<file path="src/rtl/dmem_access_ctrl_pkg.sv">
// Shared types and constants for the MEM-stage data-memory sequencer.
package dmem_access_pkg;

    // Sequencer states: issue from IDLE, wait for the memory, one cycle of results.
    typedef enum logic [1:0] {
        IDLE = 2'd0,
        WAIT = 2'd1,
        DONE = 2'd2
    } dmemState_t;

    // Funct3 encodings of the RV32 loads and stores.
    localparam logic [2:0] F3_B  = 3'b000;
    localparam logic [2:0] F3_H  = 3'b001;
    localparam logic [2:0] F3_W  = 3'b010;
    localparam logic [2:0] F3_BU = 3'b100;
    localparam logic [2:0] F3_HU = 3'b101;

    // Access width after decoding Funct3; unused codes fall back to a word.
    typedef enum logic [1:0] {
        SIZE_BYTE = 2'd0,
        SIZE_HALF = 2'd1,
        SIZE_WORD = 2'd2
    } accessSize_t;

    function automatic accessSize_t decodeSize(input logic [2:0] funct3);
        accessSize_t size;
        case (funct3)
            F3_B, F3_BU: size = SIZE_BYTE;
            F3_H, F3_HU: size = SIZE_HALF;
            default:     size = SIZE_WORD;
        endcase
        return size;
    endfunction

    // A halfword must sit on an even address and a word on a multiple of four.
    function automatic logic isMisaligned(input logic [2:0] funct3, input logic [1:0] addrLow);
        logic mis;
        case (decodeSize(funct3))
            SIZE_BYTE: mis = 1'b0;
            SIZE_HALF: mis = addrLow[0];
            default:   mis = (addrLow != 2'b00);
        endcase
        return mis;
    endfunction

endpackage

</file>
<file path="src/rtl/dmem_access_ctrl_lsu_format.sv">
// Byte-lane steering for stores and extraction/extension for loads.
module lsu_format
    import dmem_access_pkg::*;
(
    input  logic [1:0]  addr_i,
    input  logic [2:0]  funct3_i,
    input  logic [31:0] storeData_i,
    input  logic [31:0] readWord_i,
    output logic [3:0]  be_o,
    output logic [31:0] wdata_o,
    output logic [31:0] loadData_o
);

    logic [31:0] shiftedWord;

    // Replicate the right-aligned store data into every lane and enable only the addressed ones.
    always_comb begin
        be_o    = 4'b1111;
        wdata_o = storeData_i;
        case (decodeSize(funct3_i))
            SIZE_BYTE: begin
                be_o    = 4'b0001 << addr_i;
                wdata_o = {4{storeData_i[7:0]}};
            end
            SIZE_HALF: begin
                be_o    = addr_i[1] ? 4'b1100 : 4'b0011;
                wdata_o = {2{storeData_i[15:0]}};
            end
            default: begin
                be_o    = 4'b1111;
                wdata_o = storeData_i;
            end
        endcase
    end

    // Move the addressed bytes down to bit 0, then sign- or zero-extend by Funct3.
    always_comb begin
        shiftedWord = readWord_i >> {addr_i, 3'b000};
        case (funct3_i)
            F3_B:    loadData_o = {{24{shiftedWord[7]}}, shiftedWord[7:0]};
            F3_BU:   loadData_o = {24'h000000, shiftedWord[7:0]};
            F3_H:    loadData_o = {{16{shiftedWord[15]}}, shiftedWord[15:0]};
            F3_HU:   loadData_o = {16'h0000, shiftedWord[15:0]};
            default: loadData_o = shiftedWord;
        endcase
    end

endmodule

</file>
<file path="src/rtl/flopr.sv">
// Resettable D register used for every piece of sequencer state.
module flopr #(
    parameter int               WIDTH       = 1,
    parameter logic [WIDTH-1:0] RESET_VALUE = '0
) (
    input  logic             clk,
    input  logic             reset,
    input  logic [WIDTH-1:0] d,
    output logic [WIDTH-1:0] q
);

    // Synchronous active-high reset, otherwise load the next value every cycle.
    always_ff @(posedge clk) begin
        if (reset) begin
            q <= RESET_VALUE;
        end else begin
            q <= d;
        end
    end

endmodule

</file>
<file path="src/rtl/dmem_access_ctrl.sv">
// MEM-stage sequencer: runs one req/ack transaction per load/store, stalling
// the front of the pipeline and bubbling writeback while it is outstanding.
module dmem_access_ctrl
    import dmem_access_pkg::*;
#(
    parameter int TIMEOUT = 255
) (
    input  logic        clk,
    input  logic        reset,
    input  logic        MemReadM,
    input  logic        MemWriteM,
    input  logic [2:0]  Funct3M,
    input  logic [31:0] ALUResultM,
    input  logic [31:0] WriteDataM,
    output logic        mem_req,
    output logic        mem_we,
    output logic [31:0] mem_addr,
    output logic [3:0]  mem_be,
    output logic [31:0] mem_wdata,
    input  logic        mem_ack,
    input  logic [31:0] mem_rdata,
    output logic [31:0] LoadDataM,
    output logic        StallM,
    output logic        FlushW,
    output logic        MisalignExc,
    output logic        BusErrExc
);

    localparam int CNT_W = $clog2(TIMEOUT + 1);

    logic [1:0]       stateBits_q;
    dmemState_t       state_q;
    dmemState_t       state_d;
    logic [CNT_W-1:0] waitCnt_q;
    logic [CNT_W-1:0] waitCnt_d;
    logic [31:0]      loadWord_q;
    logic [31:0]      loadWord_d;
    logic             busErr_q;
    logic             busErr_d;

    logic        accessSeen;
    logic        isStore;
    logic        misaligned;
    logic        driveBus;
    logic [3:0]  fmtBe;
    logic [31:0] fmtWdata;
    logic [31:0] fmtLoad;

    flopr #(.WIDTH(2)) stateReg (
        .clk   (clk),
        .reset (reset),
        .d     (state_d),
        .q     (stateBits_q)
    );

    assign state_q = dmemState_t'(stateBits_q);

    flopr #(.WIDTH(CNT_W)) waitCntReg (
        .clk   (clk),
        .reset (reset),
        .d     (waitCnt_d),
        .q     (waitCnt_q)
    );

    flopr #(.WIDTH(32)) loadWordReg (
        .clk   (clk),
        .reset (reset),
        .d     (loadWord_d),
        .q     (loadWord_q)
    );

    flopr #(.WIDTH(1)) busErrReg (
        .clk   (clk),
        .reset (reset),
        .d     (busErr_d),
        .q     (busErr_q)
    );

    // Stores format the live EX/MEM operands; loads format the captured word.
    lsu_format formatter (
        .addr_i      (ALUResultM[1:0]),
        .funct3_i    (Funct3M),
        .storeData_i (WriteDataM),
        .readWord_i  (loadWord_q),
        .be_o        (fmtBe),
        .wdata_o     (fmtWdata),
        .loadData_o  (fmtLoad)
    );

    // An access held while reset is high must not start a transaction.
    assign accessSeen = (MemReadM | MemWriteM) & ~reset;
    assign isStore    = MemWriteM;
    assign misaligned = isMisaligned(Funct3M, ALUResultM[1:0]);

    // Next-state and output decode; EX/MEM is frozen while stalled, so bus fields driven from it stay stable.
    always_comb begin
        state_d     = state_q;
        waitCnt_d   = waitCnt_q;
        loadWord_d  = loadWord_q;
        busErr_d    = busErr_q;
        driveBus    = 1'b0;
        mem_req     = 1'b0;
        mem_we      = 1'b0;
        mem_addr    = 32'h0000_0000;
        mem_be      = 4'b0000;
        mem_wdata   = 32'h0000_0000;
        LoadDataM   = 32'h0000_0000;
        StallM      = 1'b0;
        FlushW      = 1'b0;
        MisalignExc = 1'b0;
        BusErrExc   = 1'b0;

        case (state_q)
            IDLE: begin
                waitCnt_d = '0;
                if (accessSeen) begin
                    if (misaligned) begin
                        MisalignExc = 1'b1;
                    end else begin
                        driveBus = 1'b1;
                        busErr_d = 1'b0;
                        state_d  = WAIT;
                    end
                end
            end
            WAIT: begin
                driveBus = 1'b1;
                if (mem_ack) begin
                    loadWord_d = mem_rdata;
                    state_d    = DONE;
                end else begin
                    waitCnt_d = waitCnt_q + CNT_W'(1);
                    if (waitCnt_d == CNT_W'(TIMEOUT)) begin
                        busErr_d = 1'b1;
                        state_d  = DONE;
                    end
                end
            end
            DONE: begin
                state_d   = IDLE;
                BusErrExc = busErr_q;
                if (!busErr_q && !isStore) begin
                    LoadDataM = fmtLoad;
                end
            end
            default: begin
                state_d = IDLE;
            end
        endcase

        if (driveBus) begin
            mem_req   = 1'b1;
            mem_we    = isStore;
            mem_addr  = {ALUResultM[31:2], 2'b00};
            mem_be    = isStore ? fmtBe : 4'b0000;
            mem_wdata = isStore ? fmtWdata : 32'h0000_0000;
            StallM    = 1'b1;
            FlushW    = 1'b1;
        end
    end

endmodule

</file>
<file path="config.mk">
export PLATFORM = sky130hd
export DESIGN_NAME = dmem_access_ctrl
export DESIGN_NICKNAME = d
export VERILOG_FILES = /design/src/rtl/dmem_access_ctrl_pkg.sv /design/src/rtl/dmem_access_ctrl_lsu_format.sv /design/src/rtl/flopr.sv /design/src/rtl/dmem_access_ctrl.sv
export SDC_FILE = /design/constraint.sdc
export NUM_CORES = 1
export LEC_CHECK = 0
export BUFFER_PORTS_ARGS = -buffer_cell sky130_fd_sc_hd__buf_2
export CAP_MARGIN = 5
export CORE_MARGIN = 5
export CORE_UTILIZATION = 40
export CTS_CLUSTER_DIAMETER = 50
export CTS_CLUSTER_SIZE = 24
export DETAILED_ROUTE_END_ITERATION = 7
export GPL_TIMING_DRIVEN = 0
export PLACE_DENSITY = 0.72
export SKIP_CTS_REPAIR_TIMING = 1
export SLEW_MARGIN = 20
export SYNTH_ARGS = -nofsm -noshare
export SYNTH_HDL_FRONTEND = slang
export SYNTH_HIERARCHICAL = 1
export SYNTH_SLANG_ARGS = --single-unit
</file>
<file path="constraint.sdc">
create_clock -name clk -period 4.4 [get_ports clk]
set_input_delay 0 -clock clk [delete_from_list [all_inputs] [get_ports clk]]
set_output_delay 0 -clock clk [all_outputs]
set_load 0.01 [all_outputs]
</file>
==> results by group <==
Setup path
  • Critical Path Sink Type: output pin
  • Category of the worst setup path launch point: register
  • Reg-to-reg slack, setup: about 2400 ps
  • Reg-to-reg startpoint: waitCntReg/q[0]$_SDFF_PP0_
  • R2R cell count: 6
  • Maximum net fanout on the critical path: 10
  • Arrival time of data at the critical path endpoint: 2310 ps
  • Capture instance of the worst register-to-register path: busErrReg/q$_SDFF_PP0_
  • Required time of the critical path: about 4400 ps
  • Type of the setup path with the least slack: register to output pin

Clocking
  • Clk slew on worst S/H paths: around 90 ps
  • Max Buffers Root-to-Sink: 2
  • CTS root buf: sky130_fd_sc_hd__clkbuf_8
  • Clock sinks: 43
  • Number of H-tree levels: 2
  • Source-to-sink clock delay at the later pin of the worst-skew pair: 300 ps
  • TritonCTS clock tree: yes
  • Clock buffers created by TritonCTS: 5

Min path
  • Min-delay src: mem_rdata[19]
  • End point of the worst hold path: loadWordReg/q[19]$_SDFF_PP0_
  • Worst min-delay path class: input port to register
  • Hold Path Depth: 3

Timing
  • Fmax: 0.434 GHz
  • Final Setup Violations: 0
  • Number of pins with negative max-slew slack in the final report: 0
  • Final clock skew: 15.5 ps
  • RSZ-0062 raised after global routing: no
  • Final Hold Vio Count: 0
  • Final critical path time including I/O delays and setup: roughly 2300 ps
  • Slew @ Worst Pin: around 940 ps
  • Ratio of final minimum period to clock period: approximately 52%
  • Relative slew slack: around 37%
  • Setup_tns: 0 ps
  • Minimum hold slack: around 33 ps

Place
  • IO buf count: roughly 210
  • Half-perimeter wire length after placement: around 11,000 um
  • GPL Wtd Cong: between 0.9 and 1

Run
  • Number of violations of the max-capacitance limit: 0

Power and ir drop
  • Peak ir drop on the vdd network: approximately 0.24 mV
  • Relative contribution of combinational cells to total power: 30.1%
  • Clock network power share: between 20% and 30%
  • Cell internal pwr: approximately 670 uW
  • Final Power: ~970 uW
  • Leakage power summed over all cells: about 2.8 nW
  • Pwr Density: around 180 nW/um2
  • Fraction of power spent switching nets: a little under a third
  • Sequential share of power: a little over two fifths
  • Net switching component of the power: around 300 uW

Logic synthesis
  • Number of distinct library cell variants in the gate-level netlist after synthesis: between 50 and 60
  • Post-synth design cell area: about 4000 um2
  • Yosys warning count: 6
  • Proportion of register bits with asynchronous set or reset after synthesis: 0%
  • Post-synthesis cell count: ~490
  • Register area share after synthesis: between 20% and 30%
  • Most frequently used flop master after synthesis: sky130_fd_sc_hd__dfxtp_1
  • Avg Synthesized Cell Area: 8.27 um2
  • Number of register bits inferred by synthesis: 43
  • Number of flops mapped to enable cells by yosys: 0

Cells and area
  • Commonest non-fill, non-tap cell in the layout: sky130_fd_sc_hd__buf_2
  • Share of post-route cells with drive strength above 1: between 40 and 50%
  • Most frequent cells in the layout: sky130_fd_sc_hd__buf_2 (220), sky130_fd_sc_hd__and2_1 (100), sky130_fd_sc_hd__mux2_2 (63), sky130_fd_sc_hd__nor2b_1 (47), sky130_fd_sc_hd__dfxtp_1 (43)
  • Final core area utilization: ~54%
  • Fill count: between 900 and 1,000
  • Layout Area Growth over Synthesis: 32.7%
  • Layout net count: about 810

Global route
  • Largest net degree at the start of global routing: 19
  • Overflow left after global routing: 0
  • Total track usage: between 20% and 30%
  • Antenna violations before repair: 3
  • Via count of the first global-routing pass: roughly 4,000
  • Global-route wire length before repair: between 20,000 and 25,000 um

Detailed routing
  • Post-detailed-route count of antenna-violating nets: 0
  • Total number of vias: ~4,300
  • DRC Markers: 0
  • DRC violation total after the first TritonRoute iteration: ~370
  • Routed length per instance: approximately 17 um
  • First drt pass iteration count: 4
  • Total length of routed wires: 14,100 um
  • Number of vias per cell: just over 5

Floorplanning
  • Core outline area: around 10000 um2
  • Ports placed on the boundary: 210
  • Height of the die: around 110 um
  • DIE WIDTH: between 100 and 150 um
  • Placement row count: 36
  • Starting density of the core: between 40% and 50%
  • Total Die Area: about 12,000 um2

Outcome
  • Result of the run: finished clean
## cell families (layout without fill, tap and decap cells)
kind of cell	after synthesis	count (layout)	synth area share, %
and+or+nand+nor	225	225	34.0
muxes	80	80	22.2
AOI/OAI and AO/OA	75	75	12.9
buffers and inverters	56	271	8.11
DFF	43	43	21.5
xor gates and xnor gates	3	3	0.655
adders and majority gates	2	2	0.624
other	1	5	0.0935
## synth_stat cells, drive strengths merged (3+ instances only)
cell,count,area share (%)
nand3,22,3.0
a21oi,9,1.1
clkbuf,15,1.4
nor2b,48,7.7
and2,100,16
mux2,65,18
nand2,24,2.2
inv,5,0.47
nor2,12,1.2
o21bai,4,0.75
mux2i,15,3.7
dfxtp,43,21
a22oi,16,3.1
buf,36,6.2
nand4,3,0.47
o21ai,28,3.5
a221oi,9,2.1
## flip-flops by register name, summed over array words and instances, names as in the netlist
| signal | count |
|---|---|
| stateReg/q | 2 |
| busErrReg/q | 1 |
| loadWordReg/q | 32 |
| waitCntReg/q | 8 |
## power by group through the flow
stage | sequential [mW] | clock [mW] | combinational [mW]
global route | 0.406 | 0.303 | 0.319
global placement | 0.413 | 0 | 0.287
finish | 0.405 | 0.276 | 0.293
detailed placement | 0.414 | 0 | 0.293
floorplan | 0.410 | 0 | 0.171
CTS | 0.404 | 0.282 | 0.295
## worst max path at each step
stage,from,to,slack (ps),cells after the start
2_1_floorplan,waitCntReg/q[0]$_SDFF_PP0_,busErrReg/q$_SDFF_PP0_,2610,6
3_3_place_gp,stateReg/q[1]$_SDFF_PP0_,LoadDataM[16],2400,4
3_5_place_dp,stateReg/q[1]$_SDFF_PP0_,LoadDataM[16],2400,4
4_1_cts,stateReg/q[1]$_SDFF_PP0_,LoadDataM[16],2060,4
5_1_grt,stateReg/q[1]$_SDFF_PP0_,LoadDataM[17],1920,4
6_report,stateReg/q[1]$_SDFF_PP0_,LoadDataM[16],2090,4
## area by class of cell
cell class              count  area (um2)  area share (%)
clock inverters             2        16.3           0.306
multi-input cells         387        2830            53.1
diodes                      3        7.51           0.141
flip-flops and latches     43         861            16.2
clock buffers               6        82.6            1.55
repair buffers            207        1040            19.5
well taps                 133         166            3.13
inverters                   5        18.8           0.353
plain buffers              51         307            5.76
## critical path: stages (launching register included)
cell and delay [ps]:
sky130_fd_sc_hd__dfxtp_1 460, sky130_fd_sc_hd__nor4b_1 790, sky130_fd_sc_hd__clkbuf_1 380, sky130_fd_sc_hd__and2_1 230, sky130_fd_sc_hd__buf_2 150
## through the flow
| step | cell area [um2] | cells | setup slack (ps) |
|---|---|---|---|
| floorplan | 4010 | 486 | 2610 |
| global placement | 5220 | 826 | 2400 |
| detailed placement | 5220 | 826 | 2400 |
| CTS | 5320 | 834 | 2060 |
| global route | 5320 | 837 | 1920 |
| finish | 5320 | 837 | 2090 |
## metal layers
metal	vias to the layer above	part of all wire, %	track usage [%]
met3	30	8.8	3.67
li1	2086	-	-
met1	1988	39	25.1
met4	0	3.1	9.06
met2	215	49	39.3
met5	-	0	0
Power figures use the tool's default switching activity.
